===== src/rtl/multicycle_controller.sv =====
// rtl/multicycle_controller.sv - multi-cycle RV32I control FSM over a shared ALU and one memory port
module multicycle_controller #(
    parameter int ALUCTL_W = 5,
    parameter int IMMSRC_W = 3,
    parameter bit WAIT_EN  = 1'b1
) (
    input  logic                clk,
    input  logic                reset,
    input  logic [6:0]          op,
    input  logic [2:0]          funct3,
    input  logic [6:0]          funct7,
    input  logic                zero,
    input  logic                mem_ready,
    output logic                pc_write,
    output logic                adr_src,
    output logic                mem_read,
    output logic                mem_write,
    output logic                ir_write,
    output logic                reg_write,
    output logic [1:0]          result_src,
    output logic [1:0]          alu_src_a,
    output logic [1:0]          alu_src_b,
    output logic [IMMSRC_W-1:0] imm_src,
    output logic [ALUCTL_W-1:0] alu_control,
    output logic                illegal,
    output logic [3:0]          state_dbg
);

    typedef enum logic [3:0] {
        S_FETCH    = 4'd0,
        S_DECODE   = 4'd1,
        S_MEMADR   = 4'd2,
        S_MEMREAD  = 4'd3,
        S_MEMWB    = 4'd4,
        S_MEMWRITE = 4'd5,
        S_EXECR    = 4'd6,
        S_EXECI    = 4'd7,
        S_ALUWB    = 4'd8,
        S_BRANCH   = 4'd9,
        S_JAL      = 4'd10,
        S_LUI      = 4'd11,
        S_TRAP     = 4'd15
    } state_t;

    localparam logic [6:0] OP_LOAD  = 7'b0000011;
    localparam logic [6:0] OP_STORE = 7'b0100011;
    localparam logic [6:0] OP_R     = 7'b0110011;
    localparam logic [6:0] OP_I     = 7'b0010011;
    localparam logic [6:0] OP_BR    = 7'b1100011;
    localparam logic [6:0] OP_JAL   = 7'b1101111;
    localparam logic [6:0] OP_LUI   = 7'b0110111;

    localparam logic [ALUCTL_W-1:0] ALU_ADD   = ALUCTL_W'(5'b00000);
    localparam logic [ALUCTL_W-1:0] ALU_SUB   = ALUCTL_W'(5'b00001);
    localparam logic [ALUCTL_W-1:0] ALU_AND   = ALUCTL_W'(5'b00010);
    localparam logic [ALUCTL_W-1:0] ALU_OR    = ALUCTL_W'(5'b00011);
    localparam logic [ALUCTL_W-1:0] ALU_XOR   = ALUCTL_W'(5'b00100);
    localparam logic [ALUCTL_W-1:0] ALU_SLT   = ALUCTL_W'(5'b00101);
    localparam logic [ALUCTL_W-1:0] ALU_SLL   = ALUCTL_W'(5'b00110);
    localparam logic [ALUCTL_W-1:0] ALU_SRL   = ALUCTL_W'(5'b00111);
    localparam logic [ALUCTL_W-1:0] ALU_PASSB = ALUCTL_W'(5'b10000);

    localparam logic [IMMSRC_W-1:0] IMM_I = IMMSRC_W'(3'b000);
    localparam logic [IMMSRC_W-1:0] IMM_S = IMMSRC_W'(3'b001);
    localparam logic [IMMSRC_W-1:0] IMM_B = IMMSRC_W'(3'b010);
    localparam logic [IMMSRC_W-1:0] IMM_U = IMMSRC_W'(3'b100);

    typedef struct packed {
        logic                adr_src;
        logic                mem_read;
        logic                mem_write;
        logic                reg_write;
        logic                pc_write;
        logic [1:0]          result_src;
        logic [1:0]          alu_src_a;
        logic [1:0]          alu_src_b;
        logic [IMMSRC_W-1:0] imm_src;
        logic [ALUCTL_W-1:0] alu_control;
        logic                illegal;
    } ctrl_t;

    state_t state_q, state_d, state_n;
    ctrl_t  ctrl_q, ctrl_d;
    logic   ready;
    logic   is_load;
    logic   br_take;
    logic   fetch_go;
    logic   unused_funct7;

    assign ready         = WAIT_EN ? mem_ready : 1'b1;
    assign is_load       = (op == OP_LOAD);
    assign unused_funct7 = ^{funct7[6], funct7[4:0]};

    // {funct7[5], funct3} selector shared by register and immediate ALU ops
    function automatic logic [ALUCTL_W-1:0] alu_lookup(input logic [3:0] key);
        case (key)
            4'b0000: return ALU_ADD;
            4'b1000: return ALU_SUB;
            4'b0111: return ALU_AND;
            4'b0110: return ALU_OR;
            4'b0100: return ALU_XOR;
            4'b0010: return ALU_SLT;
            4'b0001: return ALU_SLL;
            4'b0101: return ALU_SRL;
            default: return ALU_ADD;
        endcase
    endfunction

    always_comb begin
        state_d = state_q;
        case (state_q)
            S_FETCH:    if (ready) state_d = S_DECODE;
            S_DECODE: begin
                case (op)
                    OP_LOAD, OP_STORE: state_d = S_MEMADR;
                    OP_R:              state_d = S_EXECR;
                    OP_I:              state_d = S_EXECI;
                    OP_BR:             state_d = S_BRANCH;
                    OP_JAL:            state_d = S_JAL;
                    OP_LUI:            state_d = S_LUI;
                    default:           state_d = S_TRAP;
                endcase
            end
            S_MEMADR:   state_d = is_load ? S_MEMREAD : S_MEMWRITE;
            S_MEMREAD:  if (ready) state_d = S_MEMWB;
            S_MEMWB:    state_d = S_FETCH;
            S_MEMWRITE: if (ready) state_d = S_FETCH;
            S_EXECR:    state_d = S_ALUWB;
            S_EXECI:    state_d = S_ALUWB;
            S_ALUWB:    state_d = S_FETCH;
            S_BRANCH:   state_d = (funct3 == 3'b000 || funct3 == 3'b001) ? S_FETCH : S_TRAP;
            S_JAL:      state_d = S_ALUWB;
            S_LUI:      state_d = S_ALUWB;
            S_TRAP:     state_d = S_TRAP;
            default:    state_d = S_TRAP;
        endcase
    end

    assign state_n = reset ? S_FETCH : state_d;

    // Moore outputs are decoded for the state being entered, so they register alongside it
    always_comb begin
        ctrl_d = '0;
        case (state_n)
            S_FETCH: begin
                ctrl_d.mem_read    = 1'b1;
                ctrl_d.alu_src_b   = 2'b10;
                ctrl_d.alu_control = ALU_ADD;
                ctrl_d.result_src  = 2'b10;
            end
            S_DECODE: begin
                ctrl_d.alu_src_a   = 2'b01;
                ctrl_d.alu_src_b   = 2'b01;
                ctrl_d.imm_src     = IMM_B;
                ctrl_d.alu_control = ALU_ADD;
            end
            S_MEMADR: begin
                ctrl_d.alu_src_a   = 2'b10;
                ctrl_d.alu_src_b   = 2'b01;
                ctrl_d.alu_control = ALU_ADD;
                ctrl_d.imm_src     = is_load ? IMM_I : IMM_S;
            end
            S_MEMREAD: begin
                ctrl_d.mem_read = 1'b1;
                ctrl_d.adr_src  = 1'b1;
            end
            S_MEMWB: begin
                ctrl_d.reg_write  = 1'b1;
                ctrl_d.result_src = 2'b01;
            end
            S_MEMWRITE: begin
                ctrl_d.mem_write = 1'b1;
                ctrl_d.adr_src   = 1'b1;
            end
            S_EXECR: begin
                ctrl_d.alu_src_a   = 2'b10;
                ctrl_d.alu_control = alu_lookup({funct7[5], funct3});
            end
            S_EXECI: begin
                ctrl_d.alu_src_a   = 2'b10;
                ctrl_d.alu_src_b   = 2'b01;
                ctrl_d.imm_src     = IMM_I;
                ctrl_d.alu_control = alu_lookup({1'b0, funct3});
            end
            S_ALUWB: ctrl_d.reg_write = 1'b1;
            S_BRANCH: begin
                ctrl_d.alu_src_a   = 2'b10;
                ctrl_d.alu_control = ALU_SUB;
            end
            S_JAL: begin
                ctrl_d.alu_src_a   = 2'b01;
                ctrl_d.alu_src_b   = 2'b10;
                ctrl_d.alu_control = ALU_ADD;
                ctrl_d.pc_write    = 1'b1;
            end
            S_LUI: begin
                ctrl_d.alu_src_b   = 2'b01;
                ctrl_d.imm_src     = IMM_U;
                ctrl_d.alu_control = ALU_PASSB;
            end
            S_TRAP:  ctrl_d.illegal = 1'b1;
            default: ctrl_d.illegal = 1'b1;
        endcase
    end

    always_ff @(posedge clk) begin
        if (reset) begin
            state_q <= S_FETCH;
        end else begin
            state_q <= state_d;
        end
        ctrl_q <= ctrl_d;
    end

    assign fetch_go = (state_q == S_FETCH) && ready;
    assign br_take  = ((funct3 == 3'b000) && zero) || ((funct3 == 3'b001) && !zero);

    // Strobes are forced low while reset is held so an aborted instruction never writes
    assign pc_write    = !reset && (ctrl_q.pc_write || fetch_go || ((state_q == S_BRANCH) && br_take));
    assign ir_write    = !reset && fetch_go;
    assign mem_read    = !reset && ctrl_q.mem_read;
    assign mem_write   = !reset && ctrl_q.mem_write;
    assign reg_write   = !reset && ctrl_q.reg_write;
    assign adr_src     = ctrl_q.adr_src;
    assign result_src  = ctrl_q.result_src;
    assign alu_src_a   = ctrl_q.alu_src_a;
    assign alu_src_b   = ctrl_q.alu_src_b;
    assign imm_src     = ctrl_q.imm_src;
    assign alu_control = ctrl_q.alu_control;
    assign illegal     = ctrl_q.illegal;
    assign state_dbg   = state_q;

endmodule

===== config.mk =====
export PLATFORM = sky130hd
export DESIGN_NAME = multicycle_controller
export DESIGN_NICKNAME = d
export VERILOG_FILES = /design/src/rtl/multicycle_controller.sv
export SDC_FILE = /design/constraint.sdc
export NUM_CORES = 1
export LEC_CHECK = 0
export ABC_AREA = 1
export CORE_UTILIZATION = 46
export DETAILED_ROUTE_END_ITERATION = 7
export PLACE_DENSITY = 0.8
export SLEW_MARGIN = 30
export SYNTH_ARGS = -nofsm -noshare
export SYNTH_HDL_FRONTEND = slang
export SYNTH_SLANG_ARGS = --single-unit

===== constraint.sdc =====
create_clock -name clk -period 1.7 [get_ports clk]
set_input_delay 0.17 -clock clk [delete_from_list [all_inputs] [get_ports clk]]
set_output_delay 0.17 -clock clk [all_outputs]
set_load 0.01 [all_outputs]

==> flow_metrics.py <==
metrics = {
    "status": {
        "outcome": "complete, but fails checks",
        "failed_checks": "design-rule violations",
    },
    "place": {
        "port_buffers": 38,
        "gp_congestion": 0.805,
        "place_ws_ns": -0.431,
        "dp.final_hpwl_um": 2290,
    },
    "worst_setup_path": {
        "crit_type": "register to output port",
        "cp.arrival_ns": 1.47,
        "rrSetupSlack_ns": 0.08,
        "cp.depth": 5,
        "reg2regPathDepth": 10,
        "cp_num_buf_inv": 1,
        "crit_path_top_delay_cell": "dfxtp_2",
        "r2r_end": "alu_control[1]",
        "crit_required_ns": 1.53,
        "cp_max_fo": 5,
        "cpPeakStageDelay_ns": 0.41,
        "endpoint_kind": "output port",
        "crit_chain": "nand2_1 > nor2_2 > o211ai_1 > a31oi_1 > buf_2",
        "r2r-start": "state_dbg[1]",
        "crit_family": "flip-flops",
        "start_kind": "register",
    },
    "power_and_ir_drop": {
        "ir_drop_mv": 0.657,
        "power_density_mw_per_mm2": 1410,
        "p_total_uw": 2880,
        "p_leak_uw": 0.000962,
    },
    "floorplanning": {
        "num_rows": 19,
        "pin_count": 46,
        "die_h_um": 57.5,
        "dieArea_mm2": 0.00331,
        "coreArea_mm2": 0.00283,
        "die_w_um": 57.5,
        "initial_core_util_pct": 50.1,
    },
    "cells_and_area": {
        "syn_to_final_growth_pct": 44.5,
        "diodes": 0,
        "layout.nets": 272,
        "drive_gt1_share_pct": 37.3,
    },
    "route": {
        "drc_errors": 3,
        "vias_per_cell": 4.81,
        "routed_wl_um": 2910,
        "vias": 1323,
        "firstDrtPassIters": 6,
        "drtIter0Drc": 30,
        "ant_nets": 0,
        "detail_route.wl_per_cell_um": 10.6,
    },
    "logic_synthesis": {
        "async_flop_share_pct": 0,
        "synthTopCellsByCount": "nand2_1, nor2_1, dfxtp_1, inv_1, buf_4",
        "ys_warn_count": 0,
        "syn_nets": 216,
        "yosysMostFrequentCell": "nand2_1",
        "syn_area_mm2": 0.00142,
        "synth-seq-cells": 22,
        "synth-edff-count": 0,
        "syn_inst": 190,
        "synth.area.top_cells": "dfxtp_1, buf_4, nand2_1",
        "synth.avg_cell_area_um2": 7.46,
        "synth_cell_type_count": 32,
        "synth.yosys.seq_area_share_pct": 31.1,
        "synthFlopType": "dfxtp_1",
        "yosysTopAreaCell": "dfxtp_1",
        "synth_top_area_share_pct": 31.1,
    },
    "sta": {
        "setup_viol": 0,
        "post-route-period-util_pct": 96.5,
        "rsz0062_at_grt": "yes",
        "finalHoldViolCount": 0,
        "timing.final.crit_period_ns": 1.64,
        "clock_skew_ns": 0.00929,
        "fin_tns_setup_ns": 0,
        "setup_slack_ns": 0.0590,
        "max_freq_ghz": 0.609,
        "drv_slew": 0,
    },
    "global_route": {
        "grt_pass1_vias": 1215,
        "antenna_found_initial": 0,
        "grt_max_degree": 12,
        "overflow": 0,
        "grt_pass1_wl_um": 4820,
        "grt_use_total_pct": 18.7,
    },
    "clock_network": {
        "clock-root-buffer": "clkbuf_4",
        "clkTransAtPathRegs_ns": 0.11,
        "clk_latency_ns": 0.30,
        "cts_buffers": 3,
        "cts_tree": "built",
        "postCtsHoldBufs": 0,
        "cts_sinks": 22,
        "h-tree-depth": 1,
        "clk_path_buf_depth": 2,
    },
    "min_path": {
        "hold_start": "funct3[2]",
        "hold_path_class": "primary input to register",
        "min_path_cells": 4,
        "holdPathEnd": "alu_control[1]",
    },
    "run": {
        "drv_cap": 0,
    },
}
## worst max-delay path by stage
| stage | endpoint | start |
|---|---|---|
| after floorplan | alu_src_a[1] | state_dbg[0] |
| after global placement | alu_control[0] | funct3[0] |
| after detailed placement | imm_src[0] | funct3[1] |
| after CTS | pc_write | state_dbg[0] |
| after global routing | alu_src_a[1] | op[1] |
| final | pc_write | state_dbg[3] |
## state kept, by name, indices dropped and copies added (netlist names)
signal       cells
alu_src_a        2
alu_src_b        2
adr_src          1
illegal          1
result_src       2
alu_control      3
imm_src          3
ctrl_q           4
state_dbg        4
## layout make-up
type                       instances  area (um2)
inverter                          30         118
fill                             223         781
sequential                        22         447
tap                               31        38.8
multi-input combinational        123         832
clock buffer                       3        22.5
timing repair buffer              66         591
## power breakdown
| part | switching, uW | internal, uW | total (uW) |
|---|---|---|---|
| combinational | 967 | 908 | 1870 |
| clock | 140 | 82.5 | 222 |
| sequential | 96.2 | 690 | 786 |
## worst register-to-register path: cells and delay by family, from the launching register on
family / cells / cell delay (ns)
compound gates: 1 / 0.13
simple gates: 8 / 0.93
flops: 1 / 0.34
buf+inv: 1 / 0.15
## timing repair
action                                 4_1_cts  5_1_grt
endpoints found under the hold margin        0        0
setup endpoints to repair                   17       17
pin swaps                                    4        4
setup buffers                                3        2
gates resized for setup                     23       16
## cell usage in the layout (no fill, tap or decap), drive strengths merged
cell type      instances
nand2                 38
nor2                  34
clkdlybuf4s50         32
inv                   30
buf                   29
dfxtp                 22
nand3                 14
a21oi                  7
o21ai                  7
ha                     5
nand4                  4
clkbuf                 3
dlygate4sd2            3
nor3                   3
or2                    3
a31oi                  2
dlymetal6s2s           2
nor3b                  1
a211oi                 1
nand3b                 1
o21a                   1
o211ai                 1
conb                   1
## per-layer routing
layer	vias up	global-route usage [%]	wire length, um
li1	695	-	-
met1	593	21.5	1320
met2	31	34.7	1460
met3	4	2.95	93
met4	0	6.27	35
met5	-	0	0
## kinds of logic (layout without fill, tap and decap cells)
logic type               count (synthesis)  in the layout  synth area share [%]
buffers and inverters                   45             99                  15.9
AO/OA/AOI/OAI                           19             19                  8.47
AND/OR/NAND/NOR                         98             98                  39.9
flip-flops                              22             22                  31.1
adder cells (fa/ha/maj)                  5              5                  4.41
other                                    1              1                 0.265
## per-stage QoR
step | hold slack, ns | std cells | util [%] | cell area, um2
finish | 0.393 | 275 | 72.4 | 2050
global route | 0.394 | 275 | 72.4 | 2050
CTS | 0.437 | 273 | 70.2 | 1990
detailed placement | 0.819 | 267 | 67.1 | 1900
global placement | 0.787 | 267 | 67.1 | 1900
floorplan | 0.364 | 190 | - | 1420
Power figures use the tool's default switching activity.
